### src/rtl/ps2_pkg.sv
// Shared PS/2 definitions: command bytes, host-transmit FSM states, default timing.
// Ports: none (package only).
// Timing defaults assume a 50 MHz system clock.
package ps2_pkg;

  // Common keyboard command / response bytes
  localparam logic [7:0] CMD_SET_LEDS = 8'hED;
  localparam logic [7:0] CMD_ENABLE   = 8'hF4;
  localparam logic [7:0] CMD_RESET    = 8'hFF;
  localparam logic [7:0] RSP_ACK      = 8'hFA;

  // Default timing at 50 MHz
  localparam int unsigned DEF_INHIBIT_CYCLES = 5000;    // 100 us clock-low inhibit
  localparam int unsigned DEF_START_TIMEOUT  = 750000;  // 15 ms wait for first device clock
  localparam int unsigned DEF_PACKET_TIMEOUT = 100000;  // 2 ms first edge to ACK
  localparam int unsigned DEF_SYNC_STAGES    = 2;

  localparam int CNT_W = 20;

  typedef enum logic [2:0] {
    TX_IDLE,
    TX_INHIBIT,
    TX_REQUEST,
    TX_SEND,
    TX_ACK,
    TX_WAIT_IDLE,
    TX_FAIL
  } tx_state_e;

  // Saturating increment: timers stick at all-ones instead of wrapping.
  function automatic logic [CNT_W-1:0] sat_inc(input logic [CNT_W-1:0] v);
    return (&v) ? v : v + CNT_W'(1);
  endfunction

endpackage

### src/rtl/ps2_line_sync.sv
// PS/2 line synchronizer: SYNC_STAGES flops on clock and data, plus clock falling-edge detect.
// Ports: clk_i/rst_i system clock and sync reset; ps2_clk_i/ps2_dat_i raw pads;
//        sync_clk_o/sync_dat_o synchronized levels; clk_fall_o one-cycle falling-edge strobe.
module ps2_line_sync #(
  parameter int unsigned SYNC_STAGES = 2
) (
  input  logic clk_i,
  input  logic rst_i,
  input  logic ps2_clk_i,
  input  logic ps2_dat_i,
  output logic sync_clk_o,
  output logic sync_dat_o,
  output logic clk_fall_o
);

  logic [SYNC_STAGES-1:0] clk_sync_q;
  logic [SYNC_STAGES-1:0] dat_sync_q;
  logic                   clk_prev_q;

  // Reset to the idle (released, pulled-up) line level so no false edge follows reset.
  always_ff @(posedge clk_i) begin
    if (rst_i) begin
      clk_sync_q <= '1;
      dat_sync_q <= '1;
      clk_prev_q <= 1'b1;
    end else begin
      clk_sync_q[0] <= ps2_clk_i;
      dat_sync_q[0] <= ps2_dat_i;
      for (int i = 1; i < int'(SYNC_STAGES); i++) begin
        clk_sync_q[i] <= clk_sync_q[i-1];
        dat_sync_q[i] <= dat_sync_q[i-1];
      end
      clk_prev_q <= clk_sync_q[SYNC_STAGES-1];
    end
  end

  assign sync_clk_o = clk_sync_q[SYNC_STAGES-1];
  assign sync_dat_o = dat_sync_q[SYNC_STAGES-1];
  assign clk_fall_o = clk_prev_q & ~clk_sync_q[SYNC_STAGES-1];

endmodule

### src/rtl/ps2_host_tx.sv
// PS/2 host-to-device transmitter: inhibit, request-to-send, 11-bit frame, ACK check.
// Ports: CLOCK_50/reset; tx_data/tx_valid/tx_ready request handshake; ps2_*_in raw pads;
//        ps2_*_oe open-drain pull-low enables; busy; tx_done/tx_error one-cycle result pulses.
module ps2_host_tx
  import ps2_pkg::*;
#(
  parameter int unsigned INHIBIT_CYCLES = DEF_INHIBIT_CYCLES,
  parameter int unsigned START_TIMEOUT  = DEF_START_TIMEOUT,
  parameter int unsigned PACKET_TIMEOUT = DEF_PACKET_TIMEOUT,
  parameter int unsigned SYNC_STAGES    = DEF_SYNC_STAGES
) (
  input  logic       CLOCK_50,
  input  logic       reset,
  input  logic [7:0] tx_data,
  input  logic       tx_valid,
  output logic       tx_ready,
  input  logic       ps2_clk_in,
  input  logic       ps2_dat_in,
  output logic       ps2_clk_oe,
  output logic       ps2_dat_oe,
  output logic       busy,
  output logic       tx_done,
  output logic       tx_error
);

  localparam logic [CNT_W-1:0] INHIBIT_LAST = CNT_W'(INHIBIT_CYCLES - 1);
  localparam logic [CNT_W-1:0] START_LAST   = CNT_W'(START_TIMEOUT - 1);
  localparam logic [CNT_W-1:0] PACKET_LAST  = CNT_W'(PACKET_TIMEOUT - 1);

  logic sync_clk, sync_dat, clk_fall;

  ps2_line_sync #(
    .SYNC_STAGES(SYNC_STAGES)
  ) u_sync (
    .clk_i     (CLOCK_50),
    .rst_i     (reset),
    .ps2_clk_i (ps2_clk_in),
    .ps2_dat_i (ps2_dat_in),
    .sync_clk_o(sync_clk),
    .sync_dat_o(sync_dat),
    .clk_fall_o(clk_fall)
  );

  tx_state_e        state_q, state_d;
  logic [CNT_W-1:0] cnt_q, cnt_d;          // per-state timer, cleared on every state entry
  logic [CNT_W-1:0] pkt_cnt_q, pkt_cnt_d;  // cycles since the first device falling edge
  logic [3:0]       bit_idx_q, bit_idx_d;
  logic [7:0]       data_q, data_d;
  logic             parity_q, parity_d;
  logic             dat_bit_q, dat_bit_d;  // frame bit currently presented on the data line
  logic             next_bit;

  // Bit to present for the current index: D1..D7, then parity, then stop (released).
  assign next_bit = (bit_idx_q <= 4'd7) ? data_q[bit_idx_q[2:0]] :
                    (bit_idx_q == 4'd8) ? parity_q : 1'b1;

  always_comb begin
    state_d    = state_q;
    bit_idx_d  = bit_idx_q;
    data_d     = data_q;
    parity_d   = parity_q;
    dat_bit_d  = dat_bit_q;
    tx_ready   = 1'b0;
    ps2_clk_oe = 1'b0;
    ps2_dat_oe = 1'b0;
    busy       = 1'b1;
    tx_done    = 1'b0;
    tx_error   = 1'b0;

    case (state_q)
      TX_IDLE: begin
        tx_ready = 1'b1;
        busy     = 1'b0;
        if (tx_valid) begin
          data_d   = tx_data;
          parity_d = ~^tx_data;
          state_d  = TX_INHIBIT;
        end
      end

      TX_INHIBIT: begin
        ps2_clk_oe = 1'b1;
        if (cnt_q >= INHIBIT_LAST) state_d = TX_REQUEST;
      end

      TX_REQUEST: begin
        ps2_dat_oe = 1'b1;  // start bit
        if (clk_fall) begin
          dat_bit_d = data_q[0];
          bit_idx_d = 4'd1;
          state_d   = TX_SEND;
        end else if (cnt_q >= START_LAST) begin
          state_d = TX_FAIL;
        end
      end

      TX_SEND: begin
        ps2_dat_oe = ~dat_bit_q;  // only zeros are actively driven
        if (clk_fall) begin
          dat_bit_d = next_bit;
          bit_idx_d = bit_idx_q + 4'd1;
          if (bit_idx_q == 4'd9) state_d = TX_ACK;
        end else if (pkt_cnt_q >= PACKET_LAST) begin
          state_d = TX_FAIL;
        end
      end

      TX_ACK: begin
        if (clk_fall) begin
          state_d = sync_dat ? TX_FAIL : TX_WAIT_IDLE;
        end else if (pkt_cnt_q >= PACKET_LAST) begin
          state_d = TX_FAIL;
        end
      end

      TX_WAIT_IDLE: begin
        if (sync_clk && sync_dat) begin
          tx_done = 1'b1;
          state_d = TX_IDLE;
        end else if (pkt_cnt_q >= PACKET_LAST) begin
          state_d = TX_FAIL;
        end
      end

      TX_FAIL: begin
        tx_error = 1'b1;
        state_d  = TX_IDLE;
      end

      default: state_d = TX_IDLE;
    endcase

    cnt_d = (state_d != state_q) ? '0 : sat_inc(cnt_q);

    // The packet timer spans SEND..WAIT_IDLE, so it is not cleared between those states.
    // Loading 1 while in REQUEST makes it equal the cycle count since the edge was detected.
    case (state_q)
      TX_REQUEST:                      pkt_cnt_d = CNT_W'(1);
      TX_SEND, TX_ACK, TX_WAIT_IDLE:   pkt_cnt_d = sat_inc(pkt_cnt_q);
      default:                         pkt_cnt_d = '0;
    endcase
  end

  always_ff @(posedge CLOCK_50) begin
    if (reset) begin
      state_q   <= TX_IDLE;
      cnt_q     <= '0;
      pkt_cnt_q <= '0;
      bit_idx_q <= '0;
      data_q    <= '0;
      parity_q  <= 1'b0;
      dat_bit_q <= 1'b1;
    end else begin
      state_q   <= state_d;
      cnt_q     <= cnt_d;
      pkt_cnt_q <= pkt_cnt_d;
      bit_idx_q <= bit_idx_d;
      data_q    <= data_d;
      parity_q  <= parity_d;
      dat_bit_q <= dat_bit_d;
    end
  end

endmodule

### config.mk
export PLATFORM = sky130hd
export DESIGN_NAME = ps2_host_tx
export DESIGN_NICKNAME = d
export VERILOG_FILES = /design/src/rtl/ps2_pkg.sv /design/src/rtl/ps2_line_sync.sv /design/src/rtl/ps2_host_tx.sv
export SDC_FILE = /design/constraint.sdc
export NUM_CORES = 1
export LEC_CHECK = 0
export CAP_MARGIN = 20
export CELL_PAD_IN_SITES_DETAIL_PLACEMENT = 1
export CELL_PAD_IN_SITES_GLOBAL_PLACEMENT = 1
export CORE_ASPECT_RATIO = 0.8
export CORE_MARGIN = 2
export CORE_UTILIZATION = 41
export CTS_BUF_LIST = sky130_fd_sc_hd__clkbuf_16
export DETAILED_ROUTE_END_ITERATION = 12
export GPL_ROUTABILITY_DRIVEN = 0
export PLACE_DENSITY_LB_ADDON = 0.1
export SLEW_MARGIN = 20
export SYNTH_ARGS = -nofsm -noshare
export SYNTH_HDL_FRONTEND = slang
export SYNTH_SLANG_ARGS = --single-unit
### constraint.sdc
create_clock -name CLOCK_50 -period 2.1 [get_ports CLOCK_50]
set_clock_uncertainty 0.05 [all_clocks]
set_input_delay 0.315 -clock CLOCK_50 [delete_from_list [all_inputs] [get_ports CLOCK_50]]
set_output_delay 0.315 -clock CLOCK_50 [all_outputs]
set_load 0.1 [all_outputs]
== Word level (Yosys, flattened, before mapping) ==
Cells that the tools add are included.

* Add/sub/neg operators: 3
* Magnitude comparators: 5
* Equal/unequal tests: 12
* Mux-type cells: 30
* Bitwise operators: 3
* Reduce and logical (&&, ||, !) cells: 10

{| class="wikitable"
|+ Operators by type and width
! operator !! count
|-
| $add A20 B1 Y20 const B || 2
|-
| $pmux W20 S2 || 1
|-
| $reduce_and A20 Y1 || 2
|-
| $mux W3 || 9
|-
| $ge A20 B13 Y1 const B || 1
|-
| $ge A20 B17 Y1 const B || 1
|-
| $ge A20 B20 Y1 const B || 1
|-
| $mux W20 || 1
|-
| $pmux W3 S6 || 1
|-
| $mux W1 || 11
|-
| $eq A3 B3 Y1 const B || 3
|-
| $eq A4 B4 Y1 const B || 2
|-
| $mux W4 || 2
|-
| $pmux W4 S2 || 1
|-
| $reduce_xnor A8 Y1 || 1
|-
| $eq A3 B2 Y1 const B || 2
|-
| $ne A2 B2 Y1 const B || 3
|-
| $add A4 B1 Y4 const B || 1
|-
| $le A4 B3 Y1 const B || 1
|-
| $lt A3 B4 Y1 const B || 1
|-
| $pmux W1 S2 || 2
|-
| $bmux W1 S3 || 1
|-
| $eq A3 B1 Y1 const B || 1
|-
| $logic_not A3 Y1 || 1
|-
| other kinds (10) || 11
|}

* Register bits after elaboration: 62
* Output and inout port bits: 6

== Logic depth before layout (Yosys ltp) ==
Gate-level depths: netlist of run 1.

* Word-level depth: 6
* Depth in mapped cells: 9

== By module ==
Synthesis of run 1 repeated with hierarchy kept, for this count alone.

* Cell total of the unflattened synthesis: 420
* Area, all modules: 3358.2 sq um

{| class="wikitable"
|+ By module, submodules not included
! module !! instances !! cells each !! area each (sq um) !! seq. area each (sq um)
|-
| ps2_host_tx || 1 || 409 || 3220.6 || 1141.1
|-
| ps2_line_sync || 1 || 11 || 137.6 || 100.1
|}

== Worst setup path before layout of run 1 ==
OpenSTA, ideal clock, no wires.

* Kind: reg2reg
* Start: register state_q[2]
* End: register cnt_q[12]
* Setup time: 0.140 ns
* Arrival: 3.154 ns
* Required time: 1.910 ns
* Slack: -1.244 ns
* Stages on the path, launching flop included: 10
* Path buffers: 2
* Period minus slack after synthesis: 3.344 ns
* Cells stage by stage: dfxtp_1 or3_1 inv_1 and2_1 buf_2 a221oi_1 nand2_1 nor3b_1 buf_2 a2111oi_4

* Longest elaborated chain between the ends: 5
* Elaborated cells between the ends (all ways): 18

{| class="wikitable"
|+ RTL lines
! what !! line !! RTL
|-
| from (decl) || ps2_host_tx.sv:44 || <nowiki>tx_state_e state_q, state_d;</nowiki>
|-
| from (signal assigned) || ps2_host_tx.sv:154 || <nowiki>state_q <= state_d;</nowiki>
|-
| $mux W3 (on tied branches) (2 in a row) || - ||
|-
| $pmux W3 S6 || ps2_host_tx.sv:70 || <nowiki>case (state_q)</nowiki>
|-
| $ne A3 B3 Y1 * || ps2_host_tx.sv:133 || <nowiki>cnt_d = (state_d != state_q) ? '0 : sat_inc(cnt_q);</nowiki>
|-
| $reduce_or A2 Y1 (no line) * || - ||
|-
| to (signal assigned) || ps2_host_tx.sv:155 || <nowiki>cnt_q <= cnt_d;</nowiki>
|-
| to (decl) || ps2_host_tx.sv:45 || <nowiki>logic [CNT_W-1:0] cnt_q, cnt_d;</nowiki>
|}

Every way passes the cells marked *; elsewhere a longest branch is shown, timed or not.
A chain may end at the register's enable or synchronous reset.

== Worst setup path after layout of run 1 ==
* Start: register cnt_q[13]
* End: register cnt_q[4]

* Longest elaborated chain between the ends: 6
* Elaborated cells between the ends (all ways): 9

{| class="wikitable"
|+ RTL lines
! what !! line !! RTL
|-
| $ge A20 B20 Y1 || ps2_host_tx.sv:92 || <nowiki>end else if (cnt_q >= START_LAST) begin</nowiki>
|-
| $mux W3 || ps2_host_tx.sv:92 ||
|-
| $mux W3 || ps2_host_tx.sv:88 || <nowiki>if (clk_fall) begin</nowiki>
|-
| $pmux W3 S6 || ps2_host_tx.sv:70 ||
|-
| $ne A3 B3 Y1 || ps2_host_tx.sv:133 ||
|-
| $reduce_or A2 Y1 (no line) || - ||
|}

Several ways; a longest one is shown, not always the timed one.

==> results of run 1 <==
==> placed cells by master (no fill, tap or decap), types with 7 or more instances in the layout <==
master,netlist,final
nor4_4,0,16
nand4_1,9,9
nor2_1,29,27
nor3_1,8,7
o21ai_0,18,17
inv_1,9,8
clkdlybuf4s50_1,0,12
clkbuf_16,0,11
buf_12,0,11
xnor2_1,15,15
nand3_1,21,21
a21oi_1,27,25
buf_4,4,92
xor2_1,20,20
nand2_1,42,41
dfxtp_1,62,56
==> flip-flops by register name, summed over array words and instances (netlist names) <==
name               count
data_q                 8
u_sync.dat_sync_q      2
state_q                3
cnt_q                 20
u_sync.clk_prev_q      1
pkt_cnt_q             20
dat_bit_q              1
bit_idx_q              4
u_sync.clk_sync_q      2
parity_q               1
==> path summary, 6_finish.rpt <==
path,start,to,slack [ps],cells after the start
worst min register to register,u_sync.dat_sync_q[0],u_sync.dat_sync_q[1],370,1
worst max register to register,cnt_q[13],cnt_q[4],-320,8
worst max-delay path,cnt_q[13],cnt_q[4],-320,8
worst min-delay path,u_sync.dat_sync_q[0],u_sync.dat_sync_q[1],370,1
==> logic make-up after synthesis <==
family / share of synthesized area
simple gates: 0.308
compound gates: 0.156
flops: 0.360
xor+xnor: 0.0888
buf+inv: 0.0421
mux: 0.0279
fa+ha+maj: 0.0181
==> worst max-delay path, stage by stage, from the launching register on <==
cell and delay, ps:
dfxtp_1 330, nor4_1 370, nand3_1 220, or3b_2 520, nand2_1 160, nor3b_4 70, buf_6 150, buf_4 150
nor4_4 300
==> through the flow <==
stage / util / hold slack [ps]
floorplan: - / 339
global placement: 0.554 / 356
detailed placement: 0.554 / 352
CTS: 0.611 / 371
global route: 0.647 / 399
finish: 0.647 / 373
==> where the power goes <==
group	leakage [nW]	internal [mW]	total [mW]	switching, mW
logic	1.25	0.192	0.425	0.233
registers	0.505	1.20	1.22	0.0155
clock network	0.139	0.898	1.47	0.569
total	1.89	2.29	3.11	0.818
==> per-layer routing <==
metal | GRT usage | part of all wire | up-vias
met3 | 0.0653 | 0.046 | 46
met5 | 0 | 0 | -
li1 | - | - | 1668
met4 | 0.0980 | 0.038 | 0
met1 | 0.310 | 0.41 | 1805
met2 | 0.460 | 0.50 | 135
==> timing repair <==
action | 4_1_cts | 5_1_grt
setup buffers | 7 | 9
gates resized for setup | 13 | 34
cloned | 2 | 1
endpoints found under the setup margin | 22 | 29
pin swaps | 11 | 23
==> area by class of cell <==
cell class                      count  area [sq um]  share of cell area
Clock inverter                      7          55.1              0.0106
Inverter                            9          37.5             0.00720
Multi-Input combinational cell    304          2360               0.453
Clock buffer                        9           225              0.0432
Timing Repair Buffer              123          1150               0.220
Tap cell                          108           135              0.0259
Sequential cell                    62          1250               0.240
==> summary.txt, run 1 <==
Status
  • Status: finished, violations left
  • Violated checks: negative setup slack

Synth
  • Synth Flop Type: dfxtp_1
  • Synth top area cells: dfxtp_1 (36%), nor4_2 (6.2%), xor2_1 (5.1%)
  • Netlist cell types: between 50 and 60
  • Yosys warnings: 0
  • Share of the synthesized area in the top cell type: 0.360
  • Cell Area, Synth: between 3000 and 4000 sq um
  • Most numerous cell in the Yosys netlist: dfxtp_1
  • Register area share after synthesis: 0.360
  • #FFs+latches synth: 62
  • Cell taking the most area after synthesis: dfxtp_1
  • Synth Instances: between 300 and 400
  • Mapped Nets: approximately 410
  • Post-synth top cells: dfxtp_1 (62), nand2_1 (42), nor2_1 (29)
  • Post-synth ARST share: 0
  • Mean Syn Cell Area: 8.74 sq um
  • EDFF count, synth: 0

CTS
  • Post-CTS Hold Buffers: 0
  • Worst skew pair latency: 340 ps
  • Root Driver: clkbuf_16
  • Total CTS buffers: 9
  • Sink Count: 62
  • Htree depth: 3
  • CTS tree: yes
  • CTS max path bufs: 2
  • Reg clk slew, reported paths: approximately 60 ps

Hold path
  • Worst Hold Class: reg -> reg

Placement
  • Post-DP HPWL: 7660 microns
  • Placement Cell Area: 4460 sq um
  • Worst slack at placement: -629 ps
  • Buffers on Ports: 18
  • Cells after DPL: approximately 590

Die
  • Die X: 107 microns
  • Die Y: ~86 microns
  • Core box area: 8060 sq um
  • Die ar.: between 9000 and 10000 sq um
  • FP Rows: 29
  • IO Pins: 19
  • Starting density of the core: 0.428

Worst setup path
  • Worst-path fanout max: 7
  • CP endpoint kind: register
  • Worst EP arrival: 2620 ps
  • Worst path required time: ~2300 ps
  • CP Launch Type: register
  • CP Class: reg -> reg

Cells and area
  • Filler instances: 912
  • Final Non-Filler Cells: approximately 620
  • Share of cells above drive strength 1: 0.366
  • Design area: 5210 sq um
  • Nets: ~530
  • Area grow syn2layout: 51.1%
  • Antenna cells: 0

Routing
  • DR WL/cell: around 22 microns
  • Detailed Routing Iterations Pass 1: 5
  • DR iter-0 viols: 193
  • DR vias: roughly 3700
  • ANT nets after route: 0
  • DR DRC count: 0
  • Vias per cell: ~6
  • Drt total wl: between 10000 and 15000 microns

Flow run
  • Max cap viols: 0

STA
  • FMAX: roughly 410 MHz
  • Setup ws final: -325 ps
  • Worst Tran Pin Value: approximately 570 ps
  • Period utilization: 1.15
  • # setup viols final: 23
  • Fin. max-slew vios: 0
  • Final hold viol count: 0
  • Max-slew headroom: 0.614
  • RSZ-0062 raised after global routing: yes
  • Tmin final: about 2400 ps
  • Setup TNS: -5500 ps

Power and ir drop
  • VDD IR-drop max: 0.418 mV
  • Leakage: around 1.9 nW
  • PD cells: ~600 nW/um^2
  • Tot Pwr: roughly 3.1 mW

GRT
  • Vias in the first global route: roughly 3800
  • First-pass GRT wire length: ~19000 microns
  • Largest net degree at the start of global routing: 21
  • Initial antenna violation count: 0
  • Total gr overflow: 0
  • Total Routing Usage GR: 0.262
Power figures use the tool's default switching activity.
==> run 2, diff against run 1 <==
--- a/config.mk
+++ b/config.mk
@@ -7,10 +7,10 @@
 export LEC_CHECK = 0
 export CAP_MARGIN = 20
 export CELL_PAD_IN_SITES_DETAIL_PLACEMENT = 1
-export CELL_PAD_IN_SITES_GLOBAL_PLACEMENT = 1
+export CELL_PAD_IN_SITES_GLOBAL_PLACEMENT = 2
 export CORE_ASPECT_RATIO = 0.8
 export CORE_MARGIN = 2
-export CORE_UTILIZATION = 41
+export CORE_UTILIZATION = 34
 export CTS_BUF_LIST = sky130_fd_sc_hd__clkbuf_16
 export DETAILED_ROUTE_END_ITERATION = 12
 export GPL_ROUTABILITY_DRIVEN = 0
==> summary.txt, run 2 (synthesis gave the netlist of run 1 again) <==
Status
  • Status: finished, violations left
  • Violated checks: negative setup slack

Power and ir drop
  • Combinational power share: 0.125 (-0.012)
  • Sequential group share of total power: 0.387 (-0.004)
  • Switching share of power: 0.237 (-0.0264)
  • VDD IR-drop max: 0.467 mV (+12%)
  • Cell-internal power: 2.40 mW (+4.9%)
  • Leakage: 1.77 nW (-6.3%)
  • Net Sw Power: 0.745 mW (-8.9%)
  • Tot Pwr: 3.15 mW (+1.3%)
  • PD cells: 618 nW/um^2 (+3.6%)
  • Clk pwr share: 0.489 (+0.017)

STA
  • Period utilization: 1.11 (-0.0482)
  • Max-slew headroom: 0.640 (+0.0264)
  • Fin. max-slew vios: 0 (unchanged)
  • Tmin final: 2320 ps (-101 ps)
  • FMAX: 430 MHz (+4.4%)
  • # setup viols final: 21 (-8.7%)
  • Worst Tran Pin Value: 535 ps (-39.2 ps)
  • Setup ws final: -223 ps (+101 ps)
  • Final hold viol count: 0 (unchanged)
  • RSZ-0062 raised after global routing: yes

Cells and area
  • Antenna cells: 0 (unchanged)
  • Most frequent cells in the layout: buf_4 (69), dfxtp_1 (57), nand2_1 (41)
  • Nets: 502 (-4.7%)
  • Util after Layout: 0.521 (-0.126)
  • Area grow syn2layout: 47.6%
  • Top Registers: cnt_q: 20 flops, pkt_cnt_q: 20 flops, data_q: 8 flops
  • Share of cells above drive strength 1: 0.337 (-0.0283)
  • Commonest non-fill, non-tap cell in the layout: buf_4

CTS
  • Reg clk slew, reported paths: 50 ps (about the same)
  • Root Driver: clkbuf_16
  • Htree depth: 3 (unchanged)
  • CTS max path bufs: 2 (unchanged)
  • Worst skew pair latency: 330 ps (about the same)
  • Sink Count: 62 (unchanged)
  • Post-CTS Hold Buffers: 0 (unchanged)
  • Total CTS buffers: 9 (unchanged)
  • CTS tree: yes

Hold path
  • Hold wc startpoint: u_sync.dat_sync_q[0]
  • Worst Hold Class: reg -> reg

Placement
  • Worst slack at placement: -254 ps (+374 ps)
  • Post-DP HPWL: 7460 microns (-2.6%)
  • Buffers on Ports: 18 (unchanged)

Die
  • Core box area: 9770 sq um (+21%)
  • Die ar.: 11000 sq um (+20%)
  • IO Pins: 19 (unchanged)
  • Starting density of the core: 0.353 (-0.0752)
  • Die Y: 94.1 microns (+9.4%)
  • FP Rows: 32 (+10%)
  • Die X: 117 microns (+9.4%)

Worst setup path
  • Worst R2R Start: pkt_cnt_q[11]
  • Crit path launch: pkt_cnt_q[11]
  • Worst EP arrival: 2510 ps (-110 ps)
  • CP Launch Type: register
  • Worst-path fanout max: 5 (-2)
  • CP Class: reg -> reg
  • Worst path required time: 2290 ps (about the same)
  • CP endpoint kind: register

GRT
  • First-pass GRT wire length: 16800 microns (-10%)
  • Vias in the first global route: 3387 (-10%)
  • Total Routing Usage GR: 0.199 (-0.0633)
  • Initial antenna violation count: 0 (unchanged)
  • Largest net degree at the start of global routing: 21 (unchanged)
  • Total gr overflow: 0 (unchanged)

Routing
  • Drt total wl: 10800 microns (-21%)
  • Detailed Routing Iterations Pass 1: 4 (-1)
  • DR WL/cell: 17.4 microns (-21%)
  • Vias per cell: 5.25 (-11%)
  • DR vias: 3284 (-10%)
  • DR iter-0 viols: 144 (-25%)
  • DR DRC count: 0 (unchanged)
  • ANT nets after route: 0 (unchanged)

Flow run
  • Max cap viols: 0 (unchanged)
==> run 2: layout make-up <==
class                           instances  area [sq um]
Sequential cell                        62          1250
Fill cell                            1117          4680
Multi-Input combinational cell        304          2360
Clock buffer                            9           225
Clock inverter                          7          82.6
Timing Repair Buffer                   98           967
Inverter                                9          37.5
Tap cell                              136           170
==> run 2: repair_timing <==
action	4_1_cts	5_1_grt
gates resized for setup	4	39
buffers inserted	1	5
setup endpoints to repair	20	21
pin swaps	0	18
hold endpoints to repair	0	0
cloned	0	6
==> run 2: per-layer routing <==
layer	GRT usage	vias up	part of all wire
li1	-	1617	-
met4	0.0559	0	0.0093
met1	0.267	1614	0.49
met3	0.0484	11	0.029
met5	0	-	0
met2	0.317	42	0.47
==> run 2: worst paths after layout <==
| check | end | slack [ps] | cells after the start |
|---|---|---|---|
| hold reg to reg | u_sync.dat_sync_q[1] | 360 | 1 |
| setup / recovery | cnt_q[3] | -220 | 7 |
| hold / removal | u_sync.dat_sync_q[1] | 360 | 1 |
| setup reg to reg | cnt_q[3] | -220 | 7 |
==> run 2: power by group through the flow <==
stage               Sequential, mW  Clock (mW)  Combinational [mW]
floorplan                     1.24           0               0.196
global placement              1.24           0               0.310
detailed placement            1.24           0               0.319
CTS                           1.22        1.59               0.321
global route                  1.22        1.64               0.416
finish                        1.22        1.54               0.392
==> run 2: through the flow <==
stage,instances,TNS [ps],cell area (sq um),hold slack (ps)
floorplan,395,-9160,3510,339
detailed placement,598,-4050,4350,351
global placement,598,-3370,4350,358
global route,625,-4740,5090,371
CTS,615,-2150,4680,363
finish,625,-2810,5090,361
==> run 2: worst max-delay path, cell delays in order (launching register included) <==
cell       delay [ps]
dfxtp_1           310
or4_4             550
a21oi_4           150
o211ai_4          120
o311ai_4          380
a32oi_4           160
clkbuf_16         230
nor4_2            270
==> run 3, diff against run 2 <==
--- a/config.mk
+++ b/config.mk
@@ -5,7 +5,6 @@
 export SDC_FILE = /design/constraint.sdc
 export NUM_CORES = 1
 export LEC_CHECK = 0
-export CAP_MARGIN = 20
 export CELL_PAD_IN_SITES_DETAIL_PLACEMENT = 1
 export CELL_PAD_IN_SITES_GLOBAL_PLACEMENT = 2
 export CORE_ASPECT_RATIO = 0.8
==> results of run 3 <==
Final layout, timing and power as in run 2 (identical DEF).
